### src/rtl/decode_ctrl_stage_if.sv
// ID-stage bus between IF/ID and the decode control stage.
// The master drives instructions and pipeline control; the slave returns the control word.
interface decode_ctrl_stage_if #(
  parameter int unsigned INSTR_W  = 16,
  parameter int unsigned ALU_OP_W = 3
);
  logic [INSTR_W-1:0]  instr_in;
  logic                instr_valid;
  logic                stall_in;
  logic                flush;
  logic                fetch_stall;
  logic                ctrl_valid;
  logic                data_reg;
  logic                call;
  logic                rtrn;
  logic                branch;
  logic                mem_to_reg;
  logic                reg_to_mem;
  logic                alu_src;
  logic                sign_ext_sel;
  logic                reg_rt_src;
  logic                reg_write;
  logic [ALU_OP_W-1:0] alu_op;
  logic                seq_last;
  logic                halted;

  modport master (
    output instr_in, instr_valid, stall_in, flush,
    input  fetch_stall, ctrl_valid, data_reg, call, rtrn, branch, mem_to_reg, reg_to_mem,
           alu_src, sign_ext_sel, reg_rt_src, reg_write, alu_op, seq_last, halted
  );

  modport slave (
    input  instr_in, instr_valid, stall_in, flush,
    output fetch_stall, ctrl_valid, data_reg, call, rtrn, branch, mem_to_reg, reg_to_mem,
           alu_src, sign_ext_sel, reg_rt_src, reg_write, alu_op, seq_last, halted
  );
endinterface

### src/rtl/decode_ctrl_stage.sv
// WISC decode control stage: opcode -> registered ID/EX control word, with CALL/RET sequencing.
// Optional halt-on-ERR behaviour is enabled by defining DECODE_HALT_ON_ERR_EN.
module decode_ctrl_stage #(
  parameter int unsigned INSTR_W    = 16,
  parameter int unsigned ALU_OP_W   = 3,
  parameter int unsigned SEQ_CYCLES = 2
) (
  input logic                clk,
  input logic                rst,
  decode_ctrl_stage_if.slave bus_if
);
  localparam int unsigned CntW = $clog2(SEQ_CYCLES) + 1;

  localparam logic [3:0] OpLw   = 4'h8;
  localparam logic [3:0] OpSw   = 4'h9;
  localparam logic [3:0] OpLhb  = 4'hA;
  localparam logic [3:0] OpLlb  = 4'hB;
  localparam logic [3:0] OpB    = 4'hC;
  localparam logic [3:0] OpCall = 4'hD;
  localparam logic [3:0] OpRet  = 4'hE;
`ifdef DECODE_HALT_ON_ERR_EN
  localparam logic [3:0] OpErr  = 4'hF;
`endif

  typedef struct packed {
    logic                ctrl_valid;
    logic                data_reg;
    logic                call;
    logic                rtrn;
    logic                branch;
    logic                mem_to_reg;
    logic                reg_to_mem;
    logic                alu_src;
    logic                sign_ext_sel;
    logic                reg_rt_src;
    logic                reg_write;
    logic                seq_last;
    logic                fetch_stall;
    logic [ALU_OP_W-1:0] alu_op;
  } ctrl_t;

`ifdef DECODE_HALT_ON_ERR_EN
  typedef enum logic [1:0] {StDecode, StSeq, StHalt} state_e;
`else
  typedef enum logic [1:0] {StDecode, StSeq} state_e;
`endif

  state_e          state_q, state_d;
  logic [CntW-1:0] cnt_q, cnt_d, cnt_dec;
  logic            is_ret_q, is_ret_d;
  ctrl_t           ctrl_q, ctrl_d, dec;
  logic [3:0]      opcode;
  logic            hold_halt;
  logic            unused_instr;

  assign opcode       = bus_if.instr_in[INSTR_W-1 -: 4];
  assign unused_instr = ^bus_if.instr_in[INSTR_W-5:0];

  // One CALL/RET step; a single-cycle sequence merges the first and last steps.
  function automatic ctrl_t seq_word(logic is_ret, logic first, logic last);
    ctrl_t w;
    w             = '0;
    w.ctrl_valid  = 1'b1;
    w.fetch_stall = 1'b1;
    w.call        = ~is_ret;
    w.rtrn        = is_ret;
    w.reg_to_mem  = first & ~is_ret;
    w.mem_to_reg  = first & is_ret;
    w.reg_write   = last;
    w.seq_last    = last;
    return w;
  endfunction

  always_comb begin
    dec            = '0;
    dec.ctrl_valid = 1'b1;
    if (!opcode[3]) begin
      dec.alu_op    = ALU_OP_W'(opcode[2:0]);
      dec.reg_write = 1'b1;
      if (opcode[2:0] == 3'd4) begin
        dec.alu_src      = 1'b1;
        dec.sign_ext_sel = 1'b1;
      end
    end else begin
      case (opcode)
        OpLw: begin
          dec.data_reg   = 1'b1;
          dec.mem_to_reg = 1'b1;
          dec.alu_src    = 1'b1;
          dec.reg_write  = 1'b1;
        end
        OpSw: begin
          dec.data_reg   = 1'b1;
          dec.reg_to_mem = 1'b1;
          dec.alu_src    = 1'b1;
          dec.reg_rt_src = 1'b1;
        end
        OpLhb, OpLlb: begin
          dec.reg_write = 1'b1;
          dec.alu_op    = ALU_OP_W'(opcode[2:0]);
        end
        OpB:     dec.branch = 1'b1;
        OpCall:  dec = seq_word(1'b0, 1'b1, SEQ_CYCLES == 1);
        OpRet:   dec = seq_word(1'b1, 1'b1, SEQ_CYCLES == 1);
        default: ; // ERR without halt support is a valid NOP
      endcase
    end
  end

`ifdef DECODE_HALT_ON_ERR_EN
  logic halted_q, halted_d;
`endif

  always_comb begin
    state_d   = state_q;
    cnt_d     = cnt_q;
    is_ret_d  = is_ret_q;
    ctrl_d    = ctrl_q;
    hold_halt = 1'b0;
    cnt_dec   = (cnt_q != '0) ? cnt_q - CntW'(1) : '0;
`ifdef DECODE_HALT_ON_ERR_EN
    halted_d  = halted_q;
    hold_halt = (state_q == StHalt);
`endif
    if (!hold_halt) begin
      if (bus_if.flush) begin
        ctrl_d  = '0;
        state_d = StDecode;
        cnt_d   = '0;
      end else if (!bus_if.stall_in) begin
        case (state_q)
          StDecode: begin
            if (!bus_if.instr_valid) begin
              ctrl_d = '0;
`ifdef DECODE_HALT_ON_ERR_EN
            end else if (opcode == OpErr) begin
              ctrl_d             = '0;
              ctrl_d.fetch_stall = 1'b1;
              halted_d           = 1'b1;
              state_d            = StHalt;
`endif
            end else begin
              ctrl_d = dec;
              if ((opcode == OpCall || opcode == OpRet) && SEQ_CYCLES > 1) begin
                is_ret_d = (opcode == OpRet);
                cnt_d    = CntW'(SEQ_CYCLES - 1);
                state_d  = StSeq;
              end
            end
          end
          StSeq: begin
            cnt_d  = cnt_dec;
            ctrl_d = seq_word(is_ret_q, 1'b0, cnt_dec == '0);
            if (cnt_dec == '0) state_d = StDecode;
          end
          default: ;
        endcase
      end
    end
  end

  always_ff @(posedge clk) begin
    if (rst) begin
      state_q  <= StDecode;
      cnt_q    <= '0;
      is_ret_q <= 1'b0;
      ctrl_q   <= '0;
    end else begin
      state_q  <= state_d;
      cnt_q    <= cnt_d;
      is_ret_q <= is_ret_d;
      ctrl_q   <= ctrl_d;
    end
  end

`ifdef DECODE_HALT_ON_ERR_EN
  always_ff @(posedge clk) begin
    if (rst) halted_q <= 1'b0;
    else     halted_q <= halted_d;
  end
  assign bus_if.halted = halted_q;
`else
  assign bus_if.halted = 1'b0;
`endif

  assign bus_if.fetch_stall  = ctrl_q.fetch_stall;
  assign bus_if.ctrl_valid   = ctrl_q.ctrl_valid;
  assign bus_if.data_reg     = ctrl_q.data_reg;
  assign bus_if.call         = ctrl_q.call;
  assign bus_if.rtrn         = ctrl_q.rtrn;
  assign bus_if.branch       = ctrl_q.branch;
  assign bus_if.mem_to_reg   = ctrl_q.mem_to_reg;
  assign bus_if.reg_to_mem   = ctrl_q.reg_to_mem;
  assign bus_if.alu_src      = ctrl_q.alu_src;
  assign bus_if.sign_ext_sel = ctrl_q.sign_ext_sel;
  assign bus_if.reg_rt_src   = ctrl_q.reg_rt_src;
  assign bus_if.reg_write    = ctrl_q.reg_write;
  assign bus_if.seq_last     = ctrl_q.seq_last;
  assign bus_if.alu_op       = ctrl_q.alu_op;
endmodule

### src/flat_wrapper.sv
// flat-port wrapper written by rule: the top's interface ports become plain ports
module decode_ctrl_stage_flat 
#(
  parameter int unsigned INSTR_W    = 16,
  parameter int unsigned ALU_OP_W   = 3,
  parameter int unsigned SEQ_CYCLES = 2
)
  (clk, rst, bus_if_instr_in, bus_if_instr_valid, bus_if_stall_in, bus_if_flush, bus_if_fetch_stall, bus_if_ctrl_valid, bus_if_data_reg, bus_if_call, bus_if_rtrn, bus_if_branch, bus_if_mem_to_reg, bus_if_reg_to_mem, bus_if_alu_src, bus_if_sign_ext_sel, bus_if_reg_rt_src, bus_if_reg_write, bus_if_alu_op, bus_if_seq_last, bus_if_halted);
  decode_ctrl_stage_if #(.INSTR_W(INSTR_W), .ALU_OP_W(ALU_OP_W)) bus_if_i ();
  input logic clk;
  input logic rst;
  input wire logic [$bits(bus_if_i.instr_in)-1:0] bus_if_instr_in;
  input wire logic [$bits(bus_if_i.instr_valid)-1:0] bus_if_instr_valid;
  input wire logic [$bits(bus_if_i.stall_in)-1:0] bus_if_stall_in;
  input wire logic [$bits(bus_if_i.flush)-1:0] bus_if_flush;
  output wire logic [$bits(bus_if_i.fetch_stall)-1:0] bus_if_fetch_stall;
  output wire logic [$bits(bus_if_i.ctrl_valid)-1:0] bus_if_ctrl_valid;
  output wire logic [$bits(bus_if_i.data_reg)-1:0] bus_if_data_reg;
  output wire logic [$bits(bus_if_i.call)-1:0] bus_if_call;
  output wire logic [$bits(bus_if_i.rtrn)-1:0] bus_if_rtrn;
  output wire logic [$bits(bus_if_i.branch)-1:0] bus_if_branch;
  output wire logic [$bits(bus_if_i.mem_to_reg)-1:0] bus_if_mem_to_reg;
  output wire logic [$bits(bus_if_i.reg_to_mem)-1:0] bus_if_reg_to_mem;
  output wire logic [$bits(bus_if_i.alu_src)-1:0] bus_if_alu_src;
  output wire logic [$bits(bus_if_i.sign_ext_sel)-1:0] bus_if_sign_ext_sel;
  output wire logic [$bits(bus_if_i.reg_rt_src)-1:0] bus_if_reg_rt_src;
  output wire logic [$bits(bus_if_i.reg_write)-1:0] bus_if_reg_write;
  output wire logic [$bits(bus_if_i.alu_op)-1:0] bus_if_alu_op;
  output wire logic [$bits(bus_if_i.seq_last)-1:0] bus_if_seq_last;
  output wire logic [$bits(bus_if_i.halted)-1:0] bus_if_halted;
  assign bus_if_i.instr_in = bus_if_instr_in;
  assign bus_if_i.instr_valid = bus_if_instr_valid;
  assign bus_if_i.stall_in = bus_if_stall_in;
  assign bus_if_i.flush = bus_if_flush;
  assign bus_if_fetch_stall = bus_if_i.fetch_stall;
  assign bus_if_ctrl_valid = bus_if_i.ctrl_valid;
  assign bus_if_data_reg = bus_if_i.data_reg;
  assign bus_if_call = bus_if_i.call;
  assign bus_if_rtrn = bus_if_i.rtrn;
  assign bus_if_branch = bus_if_i.branch;
  assign bus_if_mem_to_reg = bus_if_i.mem_to_reg;
  assign bus_if_reg_to_mem = bus_if_i.reg_to_mem;
  assign bus_if_alu_src = bus_if_i.alu_src;
  assign bus_if_sign_ext_sel = bus_if_i.sign_ext_sel;
  assign bus_if_reg_rt_src = bus_if_i.reg_rt_src;
  assign bus_if_reg_write = bus_if_i.reg_write;
  assign bus_if_alu_op = bus_if_i.alu_op;
  assign bus_if_seq_last = bus_if_i.seq_last;
  assign bus_if_halted = bus_if_i.halted;
  decode_ctrl_stage #(.INSTR_W(INSTR_W), .ALU_OP_W(ALU_OP_W), .SEQ_CYCLES(SEQ_CYCLES)) u_core (.clk(clk), .rst(rst), .bus_if(bus_if_i));
endmodule
### config.mk
export PLATFORM = sky130hd
export DESIGN_NAME = decode_ctrl_stage_flat
export DESIGN_NICKNAME = d
export VERILOG_FILES = /design/src/rtl/decode_ctrl_stage_if.sv /design/src/rtl/decode_ctrl_stage.sv /design/src/flat_wrapper.sv
export SDC_FILE = /design/constraint.sdc
export NUM_CORES = 1
export LEC_CHECK = 0
export ABC_AREA = 1
export CORE_MARGIN = 5
export CORE_UTILIZATION = 41
export DETAILED_ROUTE_END_ITERATION = 16
export GPL_ROUTABILITY_DRIVEN = 0
export PLACE_DENSITY = 0.85
export SETUP_SLACK_MARGIN = 0.02
export SYNTH_ARGS = -nofsm -noshare
export SYNTH_HDL_FRONTEND = slang
export SYNTH_SLANG_ARGS = --single-unit
### constraint.sdc
create_clock -name clk -period 1.5 [get_ports clk]
set_clock_uncertainty 0.15 [all_clocks]
set_input_delay 0.3 -clock clk [delete_from_list [all_inputs] [get_ports clk]]
set_output_delay 0.3 -clock clk [all_outputs]
set_load 0.05 [all_outputs]
==> results of run 1 <==
## layout make-up
cell class	instances	area, um^2
multi-input combinational	86	428
clock inverter	1	30.0
sequential	20	400
clock buffer	3	22.5
fill	201	694
tap	28	35.0
timing repair buffer	34	500
inverter	15	58.8
## how the worst max path moves through the flow
stage	start	to	slack, ns	depth (start not counted)
6_report	bus_if_instr_in[15]	u_core.bus_if.mem_to_reg	0.10	7
5_1_grt	bus_if_instr_in[15]	u_core.bus_if.mem_to_reg	0.03	7
4_1_cts	bus_if_instr_in[12]	u_core.bus_if.reg_rt_src	0.12	7
3_5_place_dp	bus_if_instr_in[12]	u_core.cnt_q[1]	-0.21	8
3_3_place_gp	bus_if_instr_in[12]	u_core.bus_if.reg_rt_src	-0.14	7
2_1_floorplan	u_core.bus_if.reg_write	u_core.bus_if.reg_write	0.39	2
## metal layers
metal  part of all wire  vias to the layer above  track usage
li1                   -                      471            -
met1               0.41                      420        0.151
met2               0.54                       20        0.287
met3              0.044                        4       0.0339
met4             0.0081                        0       0.0596
met5                  0                        -            0
## logic make-up (layout without fill, tap and decap cells)
kind of cell	after synthesis	in the layout	synth area share
and+or+nand+nor	60	60	0.316
other	1	1	0.00411
buffers and inverters	19	53	0.0959
AOI/OAI and AO/OA	25	25	0.145
DFF	20	20	0.438
## placed cells by master, fill, tap and decap left out
master | Yosys | layout
nor2_1 | 11 | 10
o21ai_0 | 6 | 6
inv_1 | 12 | 12
clkbuf_4 | 0 | 3
nand2_4 | 1 | 1
a21oi_2 | 1 | 1
nand3b_1 | 1 | 1
nand2_1 | 32 | 32
buf_12 | 0 | 18
nor2_8 | 1 | 1
nand3_2 | 2 | 2
buf_4 | 1 | 8
nand3_1 | 9 | 9
inv_2 | 2 | 2
nor2_4 | 1 | 1
bufinv_16 | 0 | 1
inv_4 | 1 | 1
a21oi_1 | 16 | 16
o211ai_1 | 1 | 1
nor2_2 | 0 | 1
nand2_2 | 1 | 1
a31oi_1 | 1 | 1
dfxtp_1 | 20 | 20
clkdlybuf4s50_1 | 0 | 8
nand4_1 | 1 | 1
conb_1 | 1 | 1
## worst reg2reg max path, delay by kind of cell (launching register included)
kind / cells / cell delay (ns)
and+or+nand+nor: 5 / 0.46
DFF: 1 / 0.41
buffers and inverters: 2 / 0.16
## power by group through the flow
stage                     clock network [mW]  logic, mW  registers [mW]
after floorplan                            0     0.0708           0.575
after global placement                     0      0.178           0.557
after detailed placement                   0      0.184           0.557
after CTS                              0.450      0.185           0.546
after global routing                   0.474      0.199           0.547
final                                  0.441      0.186           0.545
## metrics by stage
| stage | instance area [um^2] | cells | hold slack [ns] |
|---|---|---|---|
| 2_1_floorplan | 913 | 125 | 0.289 |
| 3_3_place_gp | 1420 | 183 | 0.300 |
| 3_5_place_dp | 1420 | 183 | 0.314 |
| 4_1_cts | 1470 | 187 | 0.331 |
| 5_1_grt | 1480 | 187 | 0.368 |
| 6_report | 1480 | 187 | 0.334 |
==> impl_metrics.tcl, run 1 <==
set metrics [dict create \
    min_to "u_core.cnt_q[0]" \
    p_leak_nw 0.619 \
    yosys.area.top_type "dfxtp_1" \
    first_pass_iters 3 \
    seq_area_frac_synth 0.438 \
    r2r_end "u_core.bus_if.alu_src" \
    drv_cap 0 \
    period_needed_ns 1.40 \
    rr_startpoint "u_core.state_q[0]" \
    crit_path_frequent_cell "nand2_1" \
    min_from "u_core.cnt_q[0]" \
    hold_class "flip-flop to flip-flop" \
    cp_num_buf_inv 2 \
    slew_violations 0 \
    switching_share 0.239 \
    area_growth_pct 61.5 \
    start_util 0.421 \
    ctsHoldBuffers 0 \
    syn_avg_cell_area_um2 7.31 \
    routed-via-count 915 \
    syn-instance-count 125 \
    power.switching_mw 0.280 \
    worstSetupStartpointType "input pin" \
    ctsResizeCount 0 \
    grt_setup_unrepaired "false" \
    p_per_area_nw_per_um2 795 \
    final_nets 181 \
    grt_overflow_total 0 \
    status "finished clean" \
    clk_latency_ns 0.30 \
    die_h_um 57.2 \
    drt-initial-drc-count 9 \
    pre_cts_ws_ns -0.208 \
    numCtsBuffers 3 \
    final_util 0.680 \
    ys_warn_count 0 \
    die_w_um 57.2 \
    ys_ff_latch 20 \
    synth-edff-count 0 \
    syn-num-nets 146 \
    finalSetupViolCount 0 \
    reg2reg_depth 7 \
    drc 0 \
    final-hold-violation-count 0 \
    internal-power_mw 0.893 \
    clk_pin_slew_worst_paths_ns 0.12 \
    cts_tree "done" \
    io-pin-count 38 \
    max_freq_mhz 715 \
    wl_per_cell_um 12.6 \
    dp_hpwl_um 1900 \
    grt_pass1_wl_um 3840 \
    grt_pass1_vias 940 \
    synth.area.top_cells "dfxtp_1 (44%), nand2_1 (13%), a21oi_1 (8.8%)" \
    viasPerCell 4.89 \
    yosysMostFrequentCell "nand2_1" \
    crit_type "input pin to flip-flop" \
    cp.required_ns 1.60 \
    antennaDiodeCount 0 \
    synth_top_area_frac 0.438 \
    tns_ns 0 \
    htreeDepth 1 \
    wl_um 2360 \
    ant_nets 0 \
    post-cts-setup-buffers 0 \
    endpoint_kind "flip-flop" \
    ys_types 23 \
    grt_antenna_before_repair 0 \
    worstPathArrival_ns 1.50 \
    syn_area_um2 913 \
    drive_above_1_share 0.258 \
    critPathSlowestCell "clkdlybuf4s50_1" \
    ys_async_sr_fraction 0 \
    dieArea_um2 3270 \
    crit_fanout 5 \
    largest_reg_flops 3 \
    ys_top_cells_by_count "nand2_1 (32), dfxtp_1 (20), a21oi_1 (16)" \
    cts_root_buffer "clkbuf_4" \
    pwr-share-clk 0.376 \
    yosys_most_used_dff "dfxtp_1" \
    pwr-share-comb 0.159 \
    fin_ws_ns 0.102 \
    period_share 0.932 \
    seqPwrFrac 0.465 \
    cpPeakStageDelay_ns 0.58 \
    rows 17 \
    total_power_mw 1.17 \
    clockBufferDepth 2 \
    core_area_um2 2170 \
    rrSetupSlack_ns 0.27 \
    numClockSinks 20 \
    worstHoldPathCells 2 \
    irDropWorstVdd_uv 680 \
    grt_usage 0.148 \
    path_delay_family "buffers and inverters" \
    crit_path_cell_trace "clkdlybuf4s50_1, inv_1, nor2_1, nand2_1, o21ai_0, nand2_1, nand2_1" \
    grt_max_degree 13 \
    portBuffers 24 \
]
Note: power is estimated with default switching activity, not from simulation.
==> inputs of run 2 (changes only) <==
CAP_MARGIN = 15   (was default)
==> results of run 2 <==
The final DEF is identical to that of run 1; final timing and power are the same.
